==> config.mk <==
export PLATFORM = sky130hd
export DESIGN_NAME = osc_monitor
export DESIGN_NICKNAME = d
export VERILOG_FILES = /design/src/rtl/osc_monitor_pkg.sv /design/src/rtl/osc_chan_meas.sv /design/src/rtl/osc_monitor.sv
export SDC_FILE = /design/constraint.sdc
export NUM_CORES = 1
export LEC_CHECK = 0
export CAP_MARGIN = 20
export CORE_ASPECT_RATIO = 0.9
export CORE_MARGIN = 8
export CORE_UTILIZATION = 48
export CTS_CLUSTER_DIAMETER = 120
export CTS_CLUSTER_SIZE = 25
export DETAILED_ROUTE_END_ITERATION = 8
export HOLD_SLACK_MARGIN = 0.05
export PLACE_DENSITY = 0.7
export SLEW_MARGIN = 20
export SYNTH_ARGS = -nofsm -noshare
export SYNTH_HDL_FRONTEND = slang
export SYNTH_SLANG_ARGS = --single-unit
==> constraint.sdc <==
create_clock -name CLK -period 2.5 [get_ports CLK]
set_input_delay 0.5 -clock CLK [delete_from_list [all_inputs] [get_ports CLK]]
set_output_delay 0.5 -clock CLK [all_outputs]
set_load 0.02 [all_outputs]
==> src/rtl/osc_monitor_pkg.sv <==
// rtl/osc_monitor_pkg.sv - shared types and helpers for the oscillator monitor
package osc_monitor_pkg;

    // Selector states: no usable channel, locked onto one, or re-choosing for one cycle
    typedef enum logic [1:0] {
        ST_NONE   = 2'd0,
        ST_LOCKED = 2'd1,
        ST_SWITCH = 2'd2
    } sel_state_t;

    // Consecutive good windows needed before a channel is declared OK
    localparam int STREAK_NEED = 2;

    // Index of the lowest set bit; 0 when no bit is set
    function automatic logic [2:0] lowest_set(input logic [7:0] vec);
        logic [2:0] idx;
        idx = 3'd0;
        for (int i = 7; i >= 0; i--) begin
            if (vec[i]) begin
                idx = 3'(i);
            end
        end
        return idx;
    endfunction

endpackage

==> src/rtl/osc_chan_meas.sv <==
// rtl/osc_chan_meas.sv - per-channel synchroniser, edge counter and health flag
module osc_chan_meas
    import osc_monitor_pkg::*;
#(
    parameter int               CNT_W  = 16,
    parameter logic [CNT_W-1:0] LO_LIM = '0,
    parameter logic [CNT_W-1:0] HI_LIM = '1
) (
    input  logic             clk,
    input  logic             reset,
    input  logic             osc,
    input  logic             terminal,
    output logic [CNT_W-1:0] meas,
    output logic             ok
);

    localparam logic [CNT_W-1:0] CNT_MAX  = '1;
    localparam logic [1:0]       STREAK_T = 2'(STREAK_NEED);

    logic             sync1;
    logic             sync2;
    logic             sync_d;
    logic             edge_det;
    logic [CNT_W-1:0] cnt;
    logic [CNT_W-1:0] win_cnt;
    logic             good;
    logic [1:0]       streak;
    logic [1:0]       streak_next;

    // Two-flop synchroniser plus one delay stage for rising-edge detection
    always_ff @(posedge clk) begin
        if (reset) begin
            sync1  <= 1'b0;
            sync2  <= 1'b0;
            sync_d <= 1'b0;
        end else begin
            sync1  <= osc;
            sync2  <= sync1;
            sync_d <= sync2;
        end
    end

    assign edge_det = sync2 & ~sync_d;

    // Count including this cycle's edge, saturating; also what the terminal cycle captures
    assign win_cnt = (edge_det && (cnt != CNT_MAX)) ? cnt + CNT_W'(1) : cnt;

    // Written as > / == so the bounds stay meaningful at the extremes of the range
    assign good = ((win_cnt > LO_LIM) || (win_cnt == LO_LIM)) &&
                  ((win_cnt < HI_LIM) || (win_cnt == HI_LIM));

    // Streak of good windows, saturating at the threshold; one bad window clears it
    always_comb begin
        streak_next = 2'd0;
        if (good) begin
            streak_next = (streak == STREAK_T) ? streak : streak + 2'd1;
        end
    end

    // Edge counter, window capture and health flag update
    always_ff @(posedge clk) begin
        if (reset) begin
            cnt    <= '0;
            meas   <= '0;
            streak <= 2'd0;
            ok     <= 1'b0;
        end else if (terminal) begin
            cnt    <= '0;
            meas   <= win_cnt;
            streak <= streak_next;
            ok     <= (streak_next == STREAK_T);
        end else begin
            cnt    <= win_cnt;
        end
    end

endmodule

==> src/rtl/osc_monitor.sv <==
// rtl/osc_monitor.sv - multi-channel oscillator frequency monitor with failover selector
module osc_monitor
    import osc_monitor_pkg::*;
#(
    parameter int                   NCH         = 3,
    parameter int                   CNT_W       = 16,
    parameter int                   GATE_CYCLES = 1000,
    parameter logic [NCH*CNT_W-1:0] LO_LIM      = '0,
    parameter logic [NCH*CNT_W-1:0] HI_LIM      = '1,
    parameter bit                   REVERT      = 1'b0
) (
    input  logic                 CLK,
    input  logic                 RESET,
    input  logic [NCH-1:0]       OSC_IN,
    output logic [NCH*CNT_W-1:0] MEAS,
    output logic                 MEAS_VALID,
    output logic [NCH-1:0]       CH_OK,
    output logic [2:0]           SEL,
    output logic                 SEL_VALID,
    output logic                 FAIL_EVT
);

    localparam int                GATE_W    = $clog2(GATE_CYCLES);
    localparam logic [GATE_W-1:0] GATE_LOAD = GATE_W'(GATE_CYCLES - 1);

    logic [GATE_W-1:0] gate_cnt;
    logic              terminal;
    logic [7:0]        ok8;
    logic [2:0]        low_idx;
    logic              any_ok;
    sel_state_t        state;
    sel_state_t        next_state;
    logic [2:0]        next_sel;
    logic              fail_now;

    assign terminal = (gate_cnt == '0);

    // Gate counter: counts down, reloads after the terminal cycle and on reset
    always_ff @(posedge CLK) begin
        if (RESET || terminal) begin
            gate_cnt <= GATE_LOAD;
        end else begin
            gate_cnt <= gate_cnt - GATE_W'(1);
        end
    end

    // MEAS_VALID follows the terminal cycle so it lines up with the captured counts
    always_ff @(posedge CLK) begin
        if (RESET) begin
            MEAS_VALID <= 1'b0;
        end else begin
            MEAS_VALID <= terminal;
        end
    end

    for (genvar i = 0; i < NCH; i++) begin : g_chan
        osc_chan_meas #(
            .CNT_W  (CNT_W),
            .LO_LIM (LO_LIM[i*CNT_W +: CNT_W]),
            .HI_LIM (HI_LIM[i*CNT_W +: CNT_W])
        ) u_meas (
            .clk      (CLK),
            .reset    (RESET),
            .osc      (OSC_IN[i]),
            .terminal (terminal),
            .meas     (MEAS[i*CNT_W +: CNT_W]),
            .ok       (CH_OK[i])
        );
    end

    // Widen the health flags to 8 bits so SEL can index them for any NCH
    always_comb begin
        ok8 = 8'd0;
        ok8[NCH-1:0] = CH_OK;
    end

    assign low_idx = lowest_set(ok8);
    assign any_ok  = |CH_OK;

    // Selector next-state: lock on lowest OK channel, fail over on loss, optional revert
    always_comb begin
        next_state = state;
        next_sel   = SEL;
        fail_now   = 1'b0;
        case (state)
            ST_NONE: begin
                if (any_ok) begin
                    next_state = ST_LOCKED;
                    next_sel   = low_idx;
                end
            end
            ST_LOCKED: begin
                if (!ok8[SEL]) begin
                    next_state = ST_SWITCH;
                    fail_now   = 1'b1;
                end else if (REVERT && (low_idx < SEL)) begin
                    next_state = ST_SWITCH;
                end
            end
            ST_SWITCH: begin
                if (any_ok) begin
                    next_state = ST_LOCKED;
                    next_sel   = low_idx;
                end else begin
                    next_state = ST_NONE;
                end
            end
            default: begin
                next_state = ST_NONE;
            end
        endcase
    end

    // Selector state and selected-channel registers
    always_ff @(posedge CLK) begin
        if (RESET) begin
            state <= ST_NONE;
            SEL   <= 3'd0;
        end else begin
            state <= next_state;
            SEL   <= next_sel;
        end
    end

    assign SEL_VALID = (state == ST_LOCKED) && ok8[SEL];
    assign FAIL_EVT  = fail_now && !RESET;

endmodule

### After elaboration in Yosys (flattened, before gate mapping)

Index checks and enable logic that the tools add are counted.

* output and inout port bits: 57
* logic and storage cells: 107
* register bits: 130
* bits of input ports: 5

* bitwise logic cells: 6
* add/subtract/negate cells: 7
* reductions and logical operators: 26
* order comparisons: 7
* mux-type cells: 20
* equality and inequality tests: 16

Operators by type and width (number)
* 16-bit by 1-bit adder with 16-bit output, second input constant: 3
* 16-bit equality test, second input constant: 3
* 16-bit by 1-bit greater-than comparator with 1-bit output, second input constant: 3
* 16-bit logical NOT: 3
* 16-bit < comparator, second input constant: 3
* 16-bit 2-to-1 mux: 3
* 16-bit != test, second input constant: 3
* 2-bit 2-to-1 mux: 9
* 2-bit equality test, second input constant: 7
* 10-bit logical NOT: 1
* 10-bit by 1-bit subtractor with 10-bit output, second input constant: 1
* 1-bit logical AND: 8
* 1-bit logical OR: 7
* 2-bit by 1-bit adder with 2-bit output, second input constant: 3
* 3-bit 2-to-1 mux: 2
* 2-bit case mux with 3 select lines: 1
* 3-bit by 4-bit < comparator with 1-bit output, second input constant: 1
* 1-bit 2-to-1 mux: 4
* 2-bit != test, second input constant: 2
* 2-bit AND reduction: 2
* 2-bit OR reduction: 2
* 1-bit bitwise AND: 3
* 1-bit binary-select mux with 3-bit select: 1
* 1-bit inverter: 3
* other kinds (4): 4

### Depth between registers and ports, before layout

* depth in word-level cells: 9
* mapped depth: 8
* mapped depth without buffers: 8

### Cells and area by module

From an unflattened synthesis, not the netlist that was laid out.

* cells, all modules: 613
* area, all modules: 5674.2 µm²

Modules (own cells, without submodules)
* osc_chan_meas: cells each 178, seq. area each 740.7 µm², area an instance 1656.6 µm², times used 3
* osc_monitor: cells each 79, seq. area each 300.3 µm², area an instance 704.4 µm², times used 1

### Worst setup path after synthesis

Ideal clock, no wire load.

* path kind: input -> output
* start: input port RESET
* end: output port FAIL_EVT
* stages on the path: 3
* data required time: 2.000 ns
* path buffers: 2
* arrival time: 1.605 ns
* path slack: 0.395 ns
* cell sequence: buf_2 clkbuf_1 nor4b_1

* cells in the longest elaborated chain, start to end: 2

RTL lines
* start, declared: line osc_monitor.sv:13 `input logic RESET,`
* 1-bit logical NOT: line osc_monitor.sv:126 `assign FAIL_EVT = fail_now && !RESET;`
* 1-bit logical AND: line osc_monitor.sv:126
* end, declared: line osc_monitor.sv:20 `output logic FAIL_EVT`

Every way passes these cells.

### Worst setup path after layout

* start: register gate_cnt[0]
* end: register g_chan[1].u_meas.cnt[15]

* cells in the longest elaborated chain, start to end: 2

RTL lines
* start, declared: line osc_monitor.sv:26 `logic [GATE_W-1:0] gate_cnt;`
* start signal, assigned: line osc_monitor.sv:43 `gate_cnt <= gate_cnt - GATE_W'(1);`
* 10-bit logical NOT: line osc_monitor.sv:36 `assign terminal = (gate_cnt == '0);`
* 2-bit OR reduction (no source line)
* end signal, assigned: line osc_chan_meas.sv:73 `cnt <= win_cnt;`
* end, declared: line osc_chan_meas.sv:24 `logic [CNT_W-1:0] cnt;`

Every way passes these cells.
A chain may end at the register's enable or synchronous reset.

==> flow_metrics.env <==
export IMPL_min_path_type="flop to flop"
export IMPL_clock_latency_ps=410
export IMPL_dieArea_um2=14300
export IMPL_setup_slack_ps=169
export IMPL_synth_edf_count=0
export IMPL_cts_buffers_inserted=17
export IMPL_antenna_found_initial=0
export IMPL_core_um2=10600
export IMPL_synth_top_area_share_pct=49.1
export IMPL_crit_path_end_kind="flop"
export IMPL_async_reset_ff_share_pct=0
export IMPL_path_clk_slew_ps=60
export IMPL_syn_nets=583
export IMPL_dr_pass1_iters=5
export IMPL_initial_core_util_pct=48.4
export IMPL_holdBufCountCts=0
export IMPL_p_leak_nw=2.13
export IMPL_max_freq_mhz=429
export IMPL_peakVddDrop_v=0.000444
export IMPL_yosys_warnings=0
export IMPL_cts_max_level=4
export IMPL_fin_crit_sh_pct=93.2
export IMPL_fin_crit_ps=2330
export IMPL_syn_area_um2=5140
export IMPL_max_stage_delay_ps=530
export IMPL_syn_area_per_cell_um2=9.00
export IMPL_path_class="flop to flop"
export IMPL_place_gp_congestion=0.842
export IMPL_final_cell_mix="dfxtp_1, nor2_1, clkdlybuf4s50_1"
export IMPL_outcome="completed"
export IMPL_drtIter0Drc=186
export IMPL_syn_to_final_growth_pct=23.7
export IMPL_viasPerCell=5.30
export IMPL_drtAntennaViolNets=0
export IMPL_gr_total_overflow=0
export IMPL_die_h_um=114
export IMPL_ctsRootBufferMaster="clkbuf_16"
export IMPL_grt_pass1_vias=4079
export IMPL_crit_chain="inv_1, ha_1, or4b_4, or3_4, or2b_1, buf_4, or4_1, nand2_1"
export IMPL_skew_ps=7.93
export IMPL_grt_start_max_net_pins=56
export IMPL_grt_usage_pct=16.0
export IMPL_maxCapViolCount=0
export IMPL_synth_area_leaders="dfxtp_1, nor2_1, a211oi_1"
export IMPL_cts_tree="yes"
export IMPL_worst_slew_margin_rel_pct=38.7
export IMPL_io_pins=62
export IMPL_slew_violations=0
export IMPL_fill_cells=929
export IMPL_cp_required_ps=2790
export IMPL_ys_ff_latch=126
export IMPL_finalSetupViolCount=0
export IMPL_path_max_fanout=16
export IMPL_worst_pin_slew_ps=916
export IMPL_synth_largest_area_cell="dfxtp_1"
export IMPL_setup_worst_path_start_class="flop"
export IMPL_rsz0062_at_grt="false"
export IMPL_final_common_cell="dfxtp_1"
export IMPL_hold_viol=0
export IMPL_synthFlopType="dfxtp_1"
export IMPL_cp_slowest_cell="or4b_4"
export IMPL_synthCells=571
export IMPL_cts_sinks=126
export IMPL_diodes=0
export IMPL_drt_drc_violations_left=0
export IMPL_wirelength_mm=10.9
export IMPL_num_rows=36
export IMPL_vias=4105
export IMPL_drive_gt1_share_pct=8.27
export IMPL_grt_pass1_wl_mm=18.7
export IMPL_dp_hpwl_mm=7.85
export IMPL_yosysSeqAreaShare_pct=49.1
export IMPL_powerDensity_nw_per_um2=695
export IMPL_dieWidth_um=125
export IMPL_fin_tns_setup_ps=0
export IMPL_wl_per_cell_um=14.1
export IMPL_fin_nets=640
export IMPL_dp_slack_ps=187
export IMPL_synth_cell_types=53
export IMPL_io_buffers=60
export IMPL_critical_path_arrival_ps=2620
export IMPL_clockBufferDepth=2
state kept, by name (all words and copies together), names as in the netlist:
name,count
g_chan.u_meas.streak,6
gate_cnt,10
g_chan.u_meas.cnt,48
g_chan.u_meas.meas,48
g_chan.u_meas.sync_d,3
g_chan.u_meas.sync2,3
g_chan.u_meas.sync1,3
state,2
SEL,2
MEAS_VALID,1
worst max-delay path, delay by kind of cell, from the launching register on:
kind,cells,cell delay [ps]
adder cells (fa/ha/maj),1,190
AND/OR/NAND/NOR,5,1390
buffers and inverters,2,290
flip-flops,1,330
power breakdown:
| part | internal, mW | total, mW | switching, mW |
|---|---|---|---|
| clock | 1.46 | 2.31 | 0.848 |
| sequential | 2.02 | 2.03 | 0.0112 |
| combinational | 0.0302 | 0.0819 | 0.0517 |
| total | 3.51 | 4.42 | 0.911 |
cells by family (layout without fill, tap and decap cells):
logic type      after synthesis  in the layout  synth area share, %
buf+inv                      40            110                 4.28
compound gates               84             84                 11.2
simple gates                268            268                 25.8
mux                           7              7                 1.36
fa+ha+maj                     7              7                 1.70
flops                       126            126                 49.1
other cells                   1              1               0.0729
xor+xnor                     38             38                 6.47
final cells by class:
type,instances,area (um^2),area share [%]
clock buffers,21,480,7.55
clock inverters,11,90.1,1.42
inverters,10,37.5,0.590
repair buffers,68,666,10.5
multi-input cells,405,2400,37.7
well taps,133,166,2.62
flip-flops and latches,126,2520,39.7
cell usage after synthesis, types with 7 or more instances:
library cell / instances
a211oi_1: 35
a21oi_1: 13
buf_2: 8
buf_4: 8
clkbuf_1: 10
dfxtp_1: 126
ha_1: 7
inv_1: 10
mux2i_1: 7
nand2_1: 52
nand3_1: 17
nand4_1: 21
nor2_1: 99
nor2b_1: 12
nor3_1: 14
nor4_1: 9
o21ai_0: 13
xnor2_1: 20
xor2_1: 18
repair_timing:
item,4_1_cts,5_1_grt
buffers inserted,0,0
endpoints found under the hold margin,0,0
endpoints found under the setup margin,2,0
resized for setup,2,0
routing by layer:
metal	vias up	track usage (%)	wire length, um
met5	-	0	0
met4	0	6.73	64
met3	7	5.77	464
met2	75	27.1	5270
met1	1911	18.0	5140
li1	2112	-	-
per-stage QoR:
step,util (%),cells,total power [mW],hold WS [ps],area (um^2)
CTS,59.8,774,4.48,419,6360
finish,59.8,774,4.42,418,6360
detailed placement,54.5,742,2.16,401,5790
global route,59.8,774,4.59,434,6360
global placement,54.5,742,2.16,388,5790
floorplan,-,571,2.14,379,5140
path summary, 6_finish.rpt:
| kind | startpoint | endpoint | slack [ps] | cells past startpoint |
|---|---|---|---|---|
| worst max register to register | gate_cnt[0]$_SDFF_PP1_ | g_chan[1].u_meas.cnt[15]$_SDFF_PP0_ | 170 | 8 |
| worst min-delay path | gate_cnt[0]$_SDFF_PP1_ | gate_cnt[0]$_SDFF_PP1_ | 420 | 1 |
| worst max-delay path | gate_cnt[0]$_SDFF_PP1_ | g_chan[1].u_meas.cnt[15]$_SDFF_PP0_ | 170 | 8 |
| worst min register to register | gate_cnt[0]$_SDFF_PP1_ | gate_cnt[0]$_SDFF_PP1_ | 420 | 1 |
(Power assumes the default switching activity.)
